## config.mk

```make
export PLATFORM = sky130hd
export DESIGN_NAME = axi_burst_selftest
export DESIGN_NICKNAME = d
export VERILOG_FILES = /design/src/rtl/axi_burst_selftest.sv
export SDC_FILE = /design/constraint.sdc
export NUM_CORES = 1
export LEC_CHECK = 0
export BUFFER_PORTS_ARGS = -buffer_cell sky130_fd_sc_hd__buf_2
export CAP_MARGIN = 20
export CORE_MARGIN = 5
export CORE_UTILIZATION = 30
export CTS_CLUSTER_SIZE = 10
export DETAILED_ROUTE_END_ITERATION = 8
export GPL_TIMING_DRIVEN = 0
export PLACE_DENSITY = 0.51
export SLEW_MARGIN = 20
export SYNTH_ARGS = -nofsm -noshare
export SYNTH_HDL_FRONTEND = slang
export SYNTH_SLANG_ARGS = --single-unit
```

## constraint.sdc

```tcl
create_clock -name clk_i -period 4.9 [get_ports clk_i]
set_input_delay 0.245 -clock clk_i [delete_from_list [all_inputs] [get_ports clk_i]]
set_output_delay 0.245 -clock clk_i [all_outputs]
set_load 0.01 [all_outputs]
```

## src/rtl/axi_burst_selftest.sv

```systemverilog
// AXI4 write-then-read burst self-test master: writes an address-derived
// pattern over one INCR burst, reads it back and counts mismatching beats.
module axi_burst_selftest #(
  parameter int unsigned AXI_ADDR_WIDTH = 64,
  parameter int unsigned AXI_DATA_WIDTH = 64,
  parameter logic [63:0] SEED           = 64'hA5A5_5A5A_0F0F_F0F0
) (
  input  logic                      clk_i,
  input  logic                      rst_ni,
  input  logic                      start_i,
  input  logic [AXI_ADDR_WIDTH-1:0] base_addr_i,
  input  logic [7:0]                len_i,
  output logic                      busy_o,
  output logic                      done_o,
  output logic                      pass_o,
  output logic [15:0]               err_cnt_o,
  output logic                      aw_valid_o,
  input  logic                      aw_ready_i,
  output logic [AXI_ADDR_WIDTH-1:0] aw_addr_o,
  output logic [7:0]                aw_len_o,
  output logic                      w_valid_o,
  input  logic                      w_ready_i,
  output logic [AXI_DATA_WIDTH-1:0] w_data_o,
  output logic                      w_last_o,
  input  logic                      b_valid_i,
  output logic                      b_ready_o,
  input  logic [1:0]                b_resp_i,
  output logic                      ar_valid_o,
  input  logic                      ar_ready_i,
  output logic [AXI_ADDR_WIDTH-1:0] ar_addr_o,
  output logic [7:0]                ar_len_o,
  input  logic                      r_valid_i,
  output logic                      r_ready_o,
  input  logic [AXI_DATA_WIDTH-1:0] r_data_i,
  input  logic [1:0]                r_resp_i,
  input  logic                      r_last_i
);

  typedef enum logic [2:0] {
    IDLE,
    WR_ADDR,
    WR_DATA,
    WR_RESP,
    RD_ADDR,
    RD_DATA,
    DONE
  } state_e;

  state_e                    state_q, state_d;
  logic [AXI_ADDR_WIDTH-1:0] addr_q, addr_d;
  logic [7:0]                len_q, len_d;
  logic [7:0]                beat_q, beat_d;
  logic [15:0]               err_q, err_d;
  logic                      pass_q, pass_d;

  logic [AXI_ADDR_WIDTH-1:0] beat_addr;
  logic [AXI_DATA_WIDTH-1:0] pattern;
  logic                      last_beat;
  logic [15:0]               err_sat;

  // One beat counter serves both the write and the read burst, so the
  // expected pattern is the same expression in both phases.
  always_comb begin
    beat_addr = addr_q + AXI_ADDR_WIDTH'({beat_q, 3'b000});
    pattern   = AXI_DATA_WIDTH'(64'(beat_addr) ^ SEED);
    last_beat = (beat_q == len_q);
    err_sat   = (err_q == 16'hFFFF) ? err_q : err_q + 16'd1;
  end

  always_comb begin
    state_d = state_q;
    addr_d  = addr_q;
    len_d   = len_q;
    beat_d  = beat_q;
    err_d   = err_q;
    pass_d  = pass_q;

    case (state_q)
      IDLE: begin
        if (start_i) begin
          addr_d  = base_addr_i & ~AXI_ADDR_WIDTH'(7);
          len_d   = len_i;
          beat_d  = 8'd0;
          err_d   = 16'd0;
          pass_d  = 1'b0;
          state_d = WR_ADDR;
        end
      end
      WR_ADDR: begin
        if (aw_ready_i) begin
          beat_d  = 8'd0;
          state_d = WR_DATA;
        end
      end
      WR_DATA: begin
        if (w_ready_i) begin
          if (last_beat) begin
            state_d = WR_RESP;
          end else begin
            beat_d = beat_q + 8'd1;
          end
        end
      end
      WR_RESP: begin
        if (b_valid_i) begin
          if (b_resp_i != 2'b00) begin
            err_d = err_sat;
          end
          state_d = RD_ADDR;
        end
      end
      RD_ADDR: begin
        if (ar_ready_i) begin
          beat_d  = 8'd0;
          state_d = RD_DATA;
        end
      end
      RD_DATA: begin
        if (r_valid_i) begin
          // Data, response and last-flag faults on one beat count once.
          if ((r_data_i != pattern) || (r_resp_i != 2'b00) ||
              (r_last_i != last_beat)) begin
            err_d = err_sat;
          end
          if (last_beat) begin
            pass_d  = (err_d == 16'd0);
            state_d = DONE;
          end else begin
            beat_d = beat_q + 8'd1;
          end
        end
      end
      DONE: begin
        state_d = IDLE;
      end
      default: begin
        state_d = IDLE;
      end
    endcase
  end

  always_ff @(posedge clk_i or negedge rst_ni) begin
    if (!rst_ni) begin
      state_q <= IDLE;
      addr_q  <= '0;
      len_q   <= 8'd0;
      beat_q  <= 8'd0;
      err_q   <= 16'd0;
      pass_q  <= 1'b0;
    end else begin
      state_q <= state_d;
      addr_q  <= addr_d;
      len_q   <= len_d;
      beat_q  <= beat_d;
      err_q   <= err_d;
      pass_q  <= pass_d;
    end
  end

  // Valids and readies decode only the registered state, so no ready input
  // can reach a valid output combinationally; payloads read zero when idle.
  always_comb begin
    busy_o     = (state_q != IDLE) && (state_q != DONE);
    done_o     = (state_q == DONE);
    pass_o     = pass_q;
    err_cnt_o  = err_q;
    aw_valid_o = (state_q == WR_ADDR);
    aw_addr_o  = aw_valid_o ? addr_q : '0;
    aw_len_o   = aw_valid_o ? len_q : 8'd0;
    w_valid_o  = (state_q == WR_DATA);
    w_data_o   = w_valid_o ? pattern : '0;
    w_last_o   = w_valid_o && last_beat;
    b_ready_o  = (state_q == WR_RESP);
    ar_valid_o = (state_q == RD_ADDR);
    ar_addr_o  = ar_valid_o ? addr_q : '0;
    ar_len_o   = ar_valid_o ? len_q : 8'd0;
    r_ready_o  = (state_q == RD_DATA);
  end

endmodule

```

==> run metrics <==
status=finished clean; CP arrival=4.94 ns; Clock power frac=0.119; Hold Fails Final Rpt=0; Int Pwr=3.166 mW; Final #Nets=1,709; number of antenna violations at the first check in global routing=7; pwr/cell area=537.9 nW/µm²; Ports=382; Tmin final=4.692 ns; Yosys top cell by area=dfrtp_1; Gate power share=0.643; DP HPWL=35,070 µm; Final Setup Violations=0; Die Ht=185.6 µm; drt wl/cell=22.12 µm; most frequent cell after synthesis=nor2_1; Slew headroom=0.4315; drt initial violations=745; fmax=213.1 MHz; kind of start point of the critical path=register; Die W=185.6 µm; Synth top area share=0.2623; fin. max-slew vios=0; distinct cell type count after synthesis=80; global-route wire length before repair=62,450 µm; post-synthesis cell area=9254 µm²; synth warn=0; CTS tree=built; CTS root buffer=clkbuf_16; fin cells=1,953; Setup CP Type=reg2reg; Data required, critical path=5.15 ns; GRT overflow=0; register area share after synthesis=0.2623; Max FO, Critical Path=10; Post-DP Area=11,690 µm²; post-route ant nets=0; Seq cells post-synth=97; design area=12,140 µm²; layout cells sized above 1=0.3355; Hold Path Class=in2reg; number of port buffers=369; drt drc=0; dpl cells=1,929; slew of the pin with the lowest slew margin=0.8528 ns; top_reg_cell synth=dfrtp_1; # rows=64; most common library cells after synthesis=nor2_1, dfrtp_1, and2_1, and3_1, nand2_1; Peak VDD IR=0.2291 mV; CTS Buf Count=9; worst skew pair latency=0.36 ns; pin count of the biggest net entering global routing=61; Placeable Area=30,510 µm²; Pre-antenna DRT Iters=5; vias in the first global route=10,120; final WL=43,210 µm; period utilization=0.9576; Die Footprint=34,460 µm²; number of enable flip-flop cells after synthesis=0; Synth Area per Inst=8.026 µm²; initial core utilization=0.3033; Worst-path clk slew=0.08 ns; P_leak=5.877 nW; asr flop ratio synth=1.000; Routability Congestion=0.9131; sw power=3.366 mW; Worst setup EP type=register; sequential share of power=0.238; GR Util All Layers=0.2383; clk_skew=0.01183 ns; Syn Inst Count=1,153; Via Count=10,370; Max-cap violations=0; Max Root-Sink Buffers=2; switching part of the total power=0.5153; TritonCTS Sinks=97; via-per-instance ratio=5.311; Layout area overhead=31.23%; main area contributors after synthesis=dfrtp_1, mux2_2, xnor2_1; # H-tree levels=3
## logic make-up after synthesis
group / after synthesis / share of synthesized area
xor gates and xnor gates: 119 / 0.1187
DFF: 97 / 0.2623
buffers and inverters: 125 / 0.05678
AOI/OAI and AO/OA: 183 / 0.1398
and+or+nand+nor: 550 / 0.3244
adders and majority gates: 11 / 0.01568
muxes: 67 / 0.08194
other: 1 / 0.0004052
## cells in the final DEF, fill, tap and decap left out, types with 6 or more instances in the layout
cell and count:
buf_2 384, nor2_1 119, dfrtp_1 96, and2_1 84, and3_1 84, nand2_1 81, clkbuf_1 70, xnor2_1 63
mux2_2 60, xor2_1 52, nand3_1 41, a21oi_1 39, o21ai_0 38, nand4_1 32, nor3_1 24, inv_1 23
buf_4 14, nor4_1 13, a211oi_1 10, a31oi_1 10, nor3b_1 10, ha_1 10, nand2b_1 9, conb_1 9
clkbuf_16 9, or3_1 8, o2111ai_1 8, a21o_1 7, nand3b_1 7, o21ai_1 6, and4_1 6, mux2i_1 6
## registers in the layout (all words and copies together) (netlist names)
name       cells
pass_o         1
len_q          8
beat_q         8
err_cnt_o     16
state_q        3
addr_q        61
## per-stage QoR
stage	power (mW)	TNS, ns	hold slack [ns]	setup WS, ns	util
finish	6.532	0	0.08520	0.2078	0.3980
floorplan	4.055	0	-0.05059	0.9274	-
detailed placement	5.753	-4.523	0.1819	-0.3704	0.3831
global route	6.995	-0.0002029	0.08224	-0.0002029	0.3980
global placement	5.714	-4.925	0.4507	-0.3964	0.3811
CTS	6.564	0	0.07262	0.01268	0.3947
## worst max-delay path, cell delays in order (launching register included)
cell and delay (ns):
dfrtp_1 0.44, ha_1 0.21, inv_1 0.06, fa_1 0.40
nand2b_1 0.20, a211oi_2 0.33, buf_6 0.22, o21a_2 0.27
nand3_1 0.25, or4_1 0.55, a32o_1 0.30, nor3_1 0.17
nand4_1 0.17, nor4_4 0.17, buf_4 0.22, o21ai_1 0.15
buf_2 0.24, a31oi_1 0.18, nor2_1 0.06
## path summary, 6_finish.rpt
path                                  startpoint                       end  slack (ns)  depth (start not counted)
hold / removal                   base_addr_i[14]    addr_q[14]$_DFFE_PN0P_        0.09                          3
max in group asynchronous                 rst_ni     beat_q[0]$_DFFE_PN0P_        3.85                          3
hold reg to reg            beat_q[7]$_DFFE_PN0P_     beat_q[7]$_DFFE_PN0P_        0.56                          1
setup reg to reg           addr_q[3]$_DFFE_PN0P_  err_cnt_o[6]$_DFFE_PN0P_        0.21                         18
setup / recovery           addr_q[3]$_DFFE_PN0P_  err_cnt_o[6]$_DFFE_PN0P_        0.21                         18
min in group asynchronous                 rst_ni    addr_q[29]$_DFFE_PN0P_        0.35                          2
## metal layers
layer | routed length (µm) | GRT usage | vias to the layer above
met5 | 27 | 0 | -
met2 | 20880 | 0.4110 | 451
li1 | - | - | 4895
met4 | 876 | 0.05917 | 4
met3 | 3181 | 0.04104 | 48
met1 | 18250 | 0.3112 | 4974
## power by group through the flow
| stage | registers [mW] | clock network, mW | logic [mW] |
|---|---|---|---|
| after detailed placement | 1.57 | 0 | 4.18 |
| after global routing | 1.60 | 0.822 | 4.57 |
| after CTS | 1.56 | 0.802 | 4.20 |
| after global placement | 1.57 | 0 | 4.14 |
| after floorplan | 1.38 | 0 | 2.68 |
| final | 1.55 | 0.776 | 4.20 |
## cell type report
type                            instances  area (µm²)
Buffer                                101       445.4
Timing Repair Buffer                  377        1939
Antenna cell                            4       10.01
Sequential cell                        97        2429
Tap cell                              396       495.5
Multi-Input combinational cell        939        6434
Clock inverter                          5       62.56
Inverter                               24       90.09
Fill cell                            3272       18370
Clock buffer                           10       239.0
## timing repair
action,4_1_cts,5_1_grt
hold buffers,1,0
resized for setup,7,18
buffers inserted,1,3
setup endpoints to repair,17,17
endpoints found under the hold margin,37,0
pin swaps,1,3
Note: power is estimated with default switching activity, not from simulation.
